[src/rtl/alu_pkg.sv]
// Shared ALU definitions: operation codes (also used by the ALU control decoder),
// FSM states and the default datapath width.
package alu_pkg;

  localparam int DATA_WIDTH = 32;

  localparam logic [2:0] ALU_ADD  = 3'b001;
  localparam logic [2:0] ALU_SUB  = 3'b010;
  localparam logic [2:0] ALU_AND  = 3'b011;
  localparam logic [2:0] ALU_OR   = 3'b100;
  localparam logic [2:0] ALU_MUL  = 3'b110;
  localparam logic [2:0] ALU_RELU = 3'b111;

  typedef enum logic {
    IDLE = 1'b0,
    MUL  = 1'b1
  } state_t;

endpackage

[src/rtl/seq_mul.sv]
// Iterative shift-add multiplier: one partial product per cycle, DATA_WIDTH cycles.
// done_o/prod_o are combinational on the final iteration so the caller registers them.
module seq_mul #(
  parameter int DATA_WIDTH = alu_pkg::DATA_WIDTH
) (
  input  logic                  clk_i,
  input  logic                  rst_i,
  input  logic                  start_i,
  input  logic                  abort_i,
  input  logic [DATA_WIDTH-1:0] a_i,
  input  logic [DATA_WIDTH-1:0] b_i,
  output logic                  done_o,
  output logic [DATA_WIDTH-1:0] prod_o
);

  localparam int CW = $clog2(DATA_WIDTH) + 1;
  localparam logic [CW-1:0] LAST = CW'(DATA_WIDTH - 1);

  logic                  r_busy;
  logic [CW-1:0]         r_cnt;
  logic [DATA_WIDTH-1:0] r_mcand;
  logic [DATA_WIDTH-1:0] r_mplier;
  logic [DATA_WIDTH-1:0] r_acc;
  logic [DATA_WIDTH-1:0] w_acc_nxt;

  assign w_acc_nxt = r_mplier[0] ? r_acc + r_mcand : r_acc;
  assign done_o    = r_busy && (r_cnt == LAST);
  // The product includes the final iteration's add, so it is valid on the done edge.
  assign prod_o    = w_acc_nxt;

  always_ff @(posedge clk_i) begin
    if (rst_i || abort_i) begin
      r_busy <= 1'b0;
      r_cnt  <= '0;
    end else if (start_i) begin
      r_busy   <= 1'b1;
      r_cnt    <= '0;
      r_mcand  <= a_i;
      r_mplier <= b_i;
      r_acc    <= '0;
    end else if (r_busy) begin
      r_acc    <= w_acc_nxt;
      r_mcand  <= r_mcand << 1;
      r_mplier <= r_mplier >> 1;
      r_cnt    <= r_cnt + CW'(1);
      if (done_o) r_busy <= 1'b0;
    end
  end

endmodule

[src/rtl/multicycle_alu.sv]
// Execution-stage ALU: single-cycle ADD/SUB/AND/OR/RELU, iterative MUL,
// valid/ready handshake and registered result/zero flag.
module multicycle_alu #(
  parameter int DATA_WIDTH = alu_pkg::DATA_WIDTH
) (
  input  logic                  clk_i,
  input  logic                  rst_i,
  input  logic                  flush_i,
  input  logic                  valid_i,
  output logic                  ready_o,
  input  logic [2:0]            ALUCtrl_i,
  input  logic [DATA_WIDTH-1:0] data1_i,
  input  logic [DATA_WIDTH-1:0] data2_i,
  output logic                  valid_o,
  output logic [DATA_WIDTH-1:0] data_o,
  output logic                  zero_o
);

  import alu_pkg::*;

  state_t                r_state;
  state_t                w_state_nxt;
  logic                  w_accept;
  logic                  w_start;
  logic                  w_mul_done;
  logic [DATA_WIDTH-1:0] w_res;
  logic [DATA_WIDTH-1:0] w_prod;
  logic                  r_valid;
  logic [DATA_WIDTH-1:0] r_data;
  logic                  r_zero;

  // Unlisted codes (000, 101) fall through to ADD.
  always_comb begin
    w_res = data1_i + data2_i;
    case (ALUCtrl_i)
      ALU_SUB:  w_res = data1_i - data2_i;
      ALU_AND:  w_res = data1_i & data2_i;
      ALU_OR:   w_res = data1_i | data2_i;
      ALU_RELU: w_res = data1_i[DATA_WIDTH-1] ? '0 : data1_i;
      default:  ;
    endcase
  end

  always_ff @(posedge clk_i) begin
    if (rst_i) r_state <= IDLE;
    else       r_state <= w_state_nxt;
  end

  always_comb begin
    w_state_nxt = r_state;
    ready_o     = 1'b0;
    w_accept    = 1'b0;
    w_start     = 1'b0;
    case (r_state)
      IDLE: begin
        ready_o  = 1'b1;
        w_accept = valid_i && !flush_i;
        if (w_accept && (ALUCtrl_i == ALU_MUL)) begin
          w_start     = 1'b1;
          w_state_nxt = MUL;
        end
      end
      MUL:     if (w_mul_done) w_state_nxt = IDLE;
      default: w_state_nxt = IDLE;
    endcase
    if (flush_i) w_state_nxt = IDLE;
  end

  seq_mul #(.DATA_WIDTH(DATA_WIDTH)) u_mul (
    .clk_i   (clk_i),
    .rst_i   (rst_i),
    .start_i (w_start),
    .abort_i (flush_i),
    .a_i     (data1_i),
    .b_i     (data2_i),
    .done_o  (w_mul_done),
    .prod_o  (w_prod)
  );

  // data/zero only move on a result-producing edge; flush just kills the pulse.
  always_ff @(posedge clk_i) begin
    if (rst_i) begin
      r_valid <= 1'b0;
      r_data  <= '0;
      r_zero  <= 1'b0;
    end else begin
      r_valid <= 1'b0;
      if (w_accept && !w_start) begin
        r_data  <= w_res;
        r_zero  <= (w_res == '0);
        r_valid <= 1'b1;
      end else if ((r_state == MUL) && w_mul_done && !flush_i) begin
        r_data  <= w_prod;
        r_zero  <= (w_prod == '0);
        r_valid <= 1'b1;
      end
    end
  end

  assign valid_o = r_valid;
  assign data_o  = r_data;
  assign zero_o  = r_zero;

endmodule

[config.mk]
export PLATFORM = sky130hd
export DESIGN_NAME = multicycle_alu
export DESIGN_NICKNAME = d
export VERILOG_FILES = /design/src/rtl/alu_pkg.sv /design/src/rtl/seq_mul.sv /design/src/rtl/multicycle_alu.sv
export SDC_FILE = /design/constraint.sdc
export NUM_CORES = 1
export LEC_CHECK = 0
export ABC_AREA = 1
export CAP_MARGIN = 40
export CORE_ASPECT_RATIO = 0.6
export CORE_MARGIN = 10
export CORE_UTILIZATION = 34
export DETAILED_ROUTE_END_ITERATION = 10
export PLACE_DENSITY = 0.55
export SKIP_LAST_GASP = 1
export SLEW_MARGIN = 20
export SYNTH_ARGS = -nofsm -noshare
export SYNTH_HDL_FRONTEND = slang
export SYNTH_SLANG_ARGS = --single-unit
[constraint.sdc]
create_clock -name clk_i -period 10.93 [get_ports clk_i]
set_input_delay 2.186 -clock clk_i [delete_from_list [all_inputs] [get_ports clk_i]]
set_output_delay 2.186 -clock clk_i [all_outputs]
set_load 0.03 [all_outputs]
Yosys cells after proc, flatten, opt, wreduce, memory -nomap -nowiden:

Index checks and enable logic that the tools add are counted.

* register bits after elaboration: 138
* bits in latches: 0
* RAM bits: 0
* memory bits (read-only): 0
* input port bits: 71
* output and inout port bits: 35
* logic and storage cells: 61
* memories kept: 0

* add/subtract/negate cells: 4
* multiply operators: 0
* divide/modulo/power cells: 0
* magnitude comparators: 0
* equality and inequality tests: 6
* shift operators: 0
* multiplexer cells: 22
* bitwise operators: 4
* reduce and logical (&&, ||, !) cells: 16

Operator list (number)
* $mux W32: 8
* $pmux W32 S4: 1
* $add A32 B32 Y32: 2
* $logic_not A32 Y1: 2
* $and A32 B32 Y32: 1
* $or A32 B32 Y32: 1
* $sub A32 B32 Y32: 1
* $mux W31: 1
* $mux W1: 11
* $eq A3 B3 Y1 const B: 3
* $add A6 B1 Y6 const B: 1
* $eq A3 B2 Y1 const B: 2
* $eq A6 B5 Y1 const B: 1
* $logic_and A1 B1 Y1: 6
* $reduce_bool A2 Y1: 2
* $reduce_or A2 Y1: 2
* $logic_not A1 Y1: 2
* $not A1 Y1: 2
* $pmux W1 S2: 1
* $reduce_and A2 Y1: 1
* $logic_or A1 B1 Y1: 1

Longest topological paths before layout:

* depth after elaboration: 8
* gate-level depth with buffers: 32

Modules after synthesis:

A second synthesis with hierarchy kept.

* cell total of the unflattened synthesis: 2104
* area total of the unflattened synthesis: 12881.1 µm²

By module, submodules not included
* seq_mul: instances 1, cells each 985, area each 6942.9 µm², seq. area each 3022.9 µm²
* multicycle_alu: instances 1, cells each 1119, area each 5938.2 µm², seq. area each 700.7 µm²

Least setup slack after synthesis:

OpenSTA, ideal clock, no wires.

* path type: input port to flip-flop
* from: input ALUCtrl_i[1]
* to: register u_mul.r_acc[0], enable pin
* library setup time: 584 ps
* data arrival time: 7755 ps
* data required time: 10346 ps
* path slack: 2591 ps
* stages on the path: 8
* cell sequence: inv_1 nor2_1 nand2_1 nor2_1 inv_1 buf_2 clkbuf_1 a21oi_1

* longest elaborated chain between the ends: 6

Ends and longest elaborated chain
* start: declaration: line multicycle_alu.sv:11 `input logic [2:0] ALUCtrl_i,`
* $eq A3 B3 Y1: line multicycle_alu.sv:58 `if (w_accept && (ALUCtrl_i == ALU_MUL)) begin`
* $logic_and A1 B1 Y1: line multicycle_alu.sv:58
* $mux W1: line multicycle_alu.sv:58
* $mux W1: line multicycle_alu.sv:54 `case (r_state)`
* $reduce_bool A2 Y1 (no line)
* $reduce_and A2 Y1 (no line)
* end signal: assignment: line seq_mul.sv:42 `r_acc <= w_acc_nxt;`
* end: declaration: line seq_mul.sv:23 `logic [DATA_WIDTH-1:0] r_acc;`

Every way passes these cells.
A chain may end at the register's enable or synchronous reset.

Worst setup path in the final report:

* from: input data2_i[0]
* to: register r_zero (netlist: zero_o)

* longest elaborated chain between the ends: 4
* elaborated cells between the ends (all ways): 7

Ends and longest elaborated chain
* start: declaration: line multicycle_alu.sv:13 `input logic [DATA_WIDTH-1:0] data2_i,`
* $add A32 B32 Y32, or another cell as far along: line multicycle_alu.sv:34 `w_res = data1_i + data2_i;`
* $pmux W32 S4 (*): line multicycle_alu.sv:35 `case (ALUCtrl_i)`
* $logic_not A32 Y1 (*): line multicycle_alu.sv:90 `r_zero <= (w_res == '0);`
* $mux W1 (*): line multicycle_alu.sv:88 `if (w_accept && !w_start) begin`
* end signal: assignment: line multicycle_alu.sv:90
* end signal: assignment: line multicycle_alu.sv:94 `r_zero <= (w_prod == '0);`
* end: declaration: line multicycle_alu.sv:30 `logic r_zero;`

Every way passes the cells marked *; elsewhere a longest branch is shown, timed or not.

==> results.txt <==
- Peak per-stage delay on the critical path: 450 ps
- Clock latency on the worst-skew pair, taken at its later pin, is 450 ps.
- Share of the synthesized area in the top cell type: a little under a quarter
- Post-synthesis sequential area ratio: 29.52%
* Clock Sinks: roughly 140
- Synthesis produced a netlist with a net count of about 2.2k.
- Hold Path Cell Cnt: 2
- Port Buf Inserts: 105
* Min-delay worst type: reg -> reg
- Fraction of layout instances using a drive strength above 1: under 10%
- Final Max Tran Viols: 0
- The die covers about 0.045 sq mm.
- The number of global-route vias before repair came to between 10k and 15k.
- Maximum vdd ir drop: roughly 0.11 mV
- STA classifies the critical path startpoint as an input port.
- Subtracting the final worst setup slack from the clock period gives 6392 ps.
* Max transition margin: 45.91%
- Combined area of the multi-input logic cells: between 0.007 and 0.008 sq mm
- Nets: 2271
* Die span in x: ~270 um
* Clock tree from TritonCTS: built
- Commonest non-fill, non-tap cells in the layout: nand2_1, inv_1, nor2_1
- Once the clock tree was built, the resizer swapped 0 gates to a different size.
* Reg2reg path depth: 21
- Number of unique standard cell types used by synthesis: 48
- First-pass iteration count of the detailed router: 5
- Grt total ovfl: 0
* Average footprint of a synthesized cell: 6.166 sq um
* Total number of yosys warnings: 0
- Antenna Nets Post-Route: 0
- Area of all sequential standard cells: about 0.0037 sq mm
- STA classifies the critical path endpoint as a flip-flop.
* Core footprint: between 0.03 and 0.04 sq mm
* Setup violation total in the final timing report: 0
- Dividing the detail-routed via count by the number of cells gives just over 5.
- Once placement completed, the tool counted placed cells totaling around 2.6k.
- Dividing the detail-routed wire length by the instance count gives between 15 and 20 um.
- Of all flip-flops after synthesis, the portion carrying an async set or reset was 0%.
- Summing over every cut layer, the via total after detailed routing is 13.29k.
- In this run the worst path has a maximum fanout of 5.
- Number of hold violations in the final report: 0
- Final design utilization: about two fifths
- The root buffer cell chosen for the clock tree is clkbuf_16.
- Setup Crit Path Kind: in -> reg
- For the worst setup path, the data required time is between 10000 and 15000 ps.
- Netlist Area Pre-Place: approximately 0.013 sq mm
- H-tree depth: 4
- Setup repair after global routing missed its margin: false
* Filler instances: between 3k and 4k
- Number of max-cap violations: 0
* Final clock skew: around 11 ps
- Counting the buffers created by CTS gives 17.
- Counting every instance in the synthesized netlist gives slightly above 2k.
- Hold buffer count at cts: 0
- Post-CTS timing repair inserted 0 buffers for setup.
- Synthesis-to-layout area growth: 17.23%
- Routed wire length: about 49000 um
- Maximum achievable frequency: approximately 160 MHz
- The flow ran to the end, and the final reports show no timing, DRC or antenna violations.
- The finished layout holds roughly 2.6k standard cells, fillers aside.
- After synthesis the netlist holds a flip-flop and latch count of ~140.
* Number of enable-type register cells in the synthesized netlist: 96
- DIE HEIGHT: about 170 um
* Slowest stage cell, crit path: clkdlybuf4s50_1
* I/O Pins: around 110
- Of all cell types, the one taking the most synthesized area is edfxtp_1.
- Entering global routing, the biggest net connects 65 pins.
- Clock-pin slew was measured on the worst setup and hold paths at around 70 ps.
* Antenna violations before repair: 0
- Across every metal layer, demand over resource in global routing totals 21.45%.
- In this run the power density over the cells is between 100 and 150 mW/mm^2.
- 0 antenna diodes ended up in the layout.
- Most repeated library cell on the critical path: nand2_1
- Worst Hold Margin: 484.4 ps
- Primary FF master, synth: edfxtp_1
* Leakage component of the power: 7.425 nW
* Final routed DRC violation total: 0
- For the pin with the worst max-slew slack, the measured transition is around 810 ps.
- Routability-driven placement congestion ratio: ~1.0
* Dominant cells by area after synthesis: edfxtp_1, nand2_1, inv_1, nor2_1, dfxtp_1
* Standard-cell row count: 54
- Once layout is done, the placed cells without fillers occupy 0.01479 sq mm.
- Maximum number of buffers from clock root to sink: 2
- Leaving out fill and tap cells, the most frequent cell in the layout is nand2_1.
* Cell area after placement: 0.01417 sq mm
- The first global-routing pass estimated about 75000 um of wire.
* Estimated wirelength of the detail-placed design: between 30000 and 40000 um
- After layout, the worst path uses between 50% and 60% of the clock period.
- Worst endpoint data arrival time: slightly below 7000 ps
- The initial utilization of the core area, before any placement, comes to between 30 and 40%.
* Post-Route Setup TNS: 0 ps
* Number of DRC violations after detailed-routing iteration 0: between 1k and 1.5k
-- cell type report --
cell class,count,share of cell area (%)
clock buffers,18,2.970
clock inverters,14,1.184
inverters,332,8.435
multi-input cells,1528,50.46
flip-flops and latches,138,25.18
well taps,476,4.027
repair buffers,115,7.750
-- per-stage QoR --
step	setup slack [ps]	power [mW]
4_1_cts	4615	1.613
2_1_floorplan	2591	0.8343
3_3_place_gp	4179	0.9825
6_report	4538	1.614
3_5_place_dp	4180	0.9822
5_1_grt	4058	1.692
-- path summary, 6_finish.rpt --
| path | startpoint | end | slack (ps) |
|---|---|---|---|
| setup / recovery | data2_i[0] | zero_o$_SDFFE_PP0P_ | 4540 |
| hold / removal | data_o[1]$_SDFFE_PP0P_ | data_o[1]$_SDFFE_PP0P_ | 480 |
| setup reg to reg | u_mul.r_acc[0]$_SDFFCE_PP0P_ | zero_o$_SDFFE_PP0P_ | 7620 |
| hold reg to reg | data_o[1]$_SDFFE_PP0P_ | data_o[1]$_SDFFE_PP0P_ | 480 |
-- registers in the layout, indices dropped and copies added (netlist names) --
| signal | cells |
|---|---|
| u_mul.r_cnt | 6 |
| u_mul.r_mcand | 32 |
| u_mul.r_acc | 32 |
| u_mul.r_mplier | 32 |
| valid_o | 1 |
| zero_o | 1 |
| r_state | 1 |
| u_mul.r_busy | 1 |
| data_o | 32 |
-- metal layers --
metal / routed length [um] / up-vias / global-route usage (%) / part of all wire, %
met4: 456 / 0 / 3.602 / 0.93
met3: 4175 / 29 / 5.210 / 8.5
met2: 19230 / 433 / 30.32 / 39
li1: - / 6714 / - / -
met5: 0 / - / 0 / 0
met1: 24980 / 6117 / 32.32 / 51
-- power breakdown --
part	switching [mW]	total, mW	internal (mW)
registers	0.00858	0.573	0.564
logic	0.272	0.408	0.136
clock network	0.281	0.634	0.353
total	0.561	1.61	1.05
-- Yosys cell counts, types with 14 or more instances --
cell type,instances
nor2_1,237
nand2_1,723
nand3_1,140
ha_1,66
inv_1,324
a32oi_1,14
clkbuf_1,29
nand4_1,26
nor3_1,22
edfxtp_1,96
a21oi_1,63
xor2_1,34
buf_2,15
o21ai_0,94
dfxtp_1,42
or2_2,16
-- worst max-delay path: cells and delay by family --
kind	cells	cell delay, ps
AO/OA/AOI/OAI	3	580
XOR/XNOR	1	200
adder cells (fa/ha/maj)	2	600
buffers and inverters	4	740
AND/OR/NAND/NOR	20	2490
-- logic make-up (layout without fill, tap and decap cells) --
group | count (synthesis) | after routing | synth area share [%]
AOI/OAI and AO/OA | 237 | 237 | 11.11
xor gates and xnor gates | 36 | 36 | 2.499
adders and majority gates | 68 | 68 | 6.863
buffers and inverters | 380 | 479 | 11.51
DFF | 138 | 138 | 29.52
muxes | 1 | 1 | 0.07934
and+or+nand+nor | 1186 | 1186 | 38.42
(Power assumes the default switching activity.)
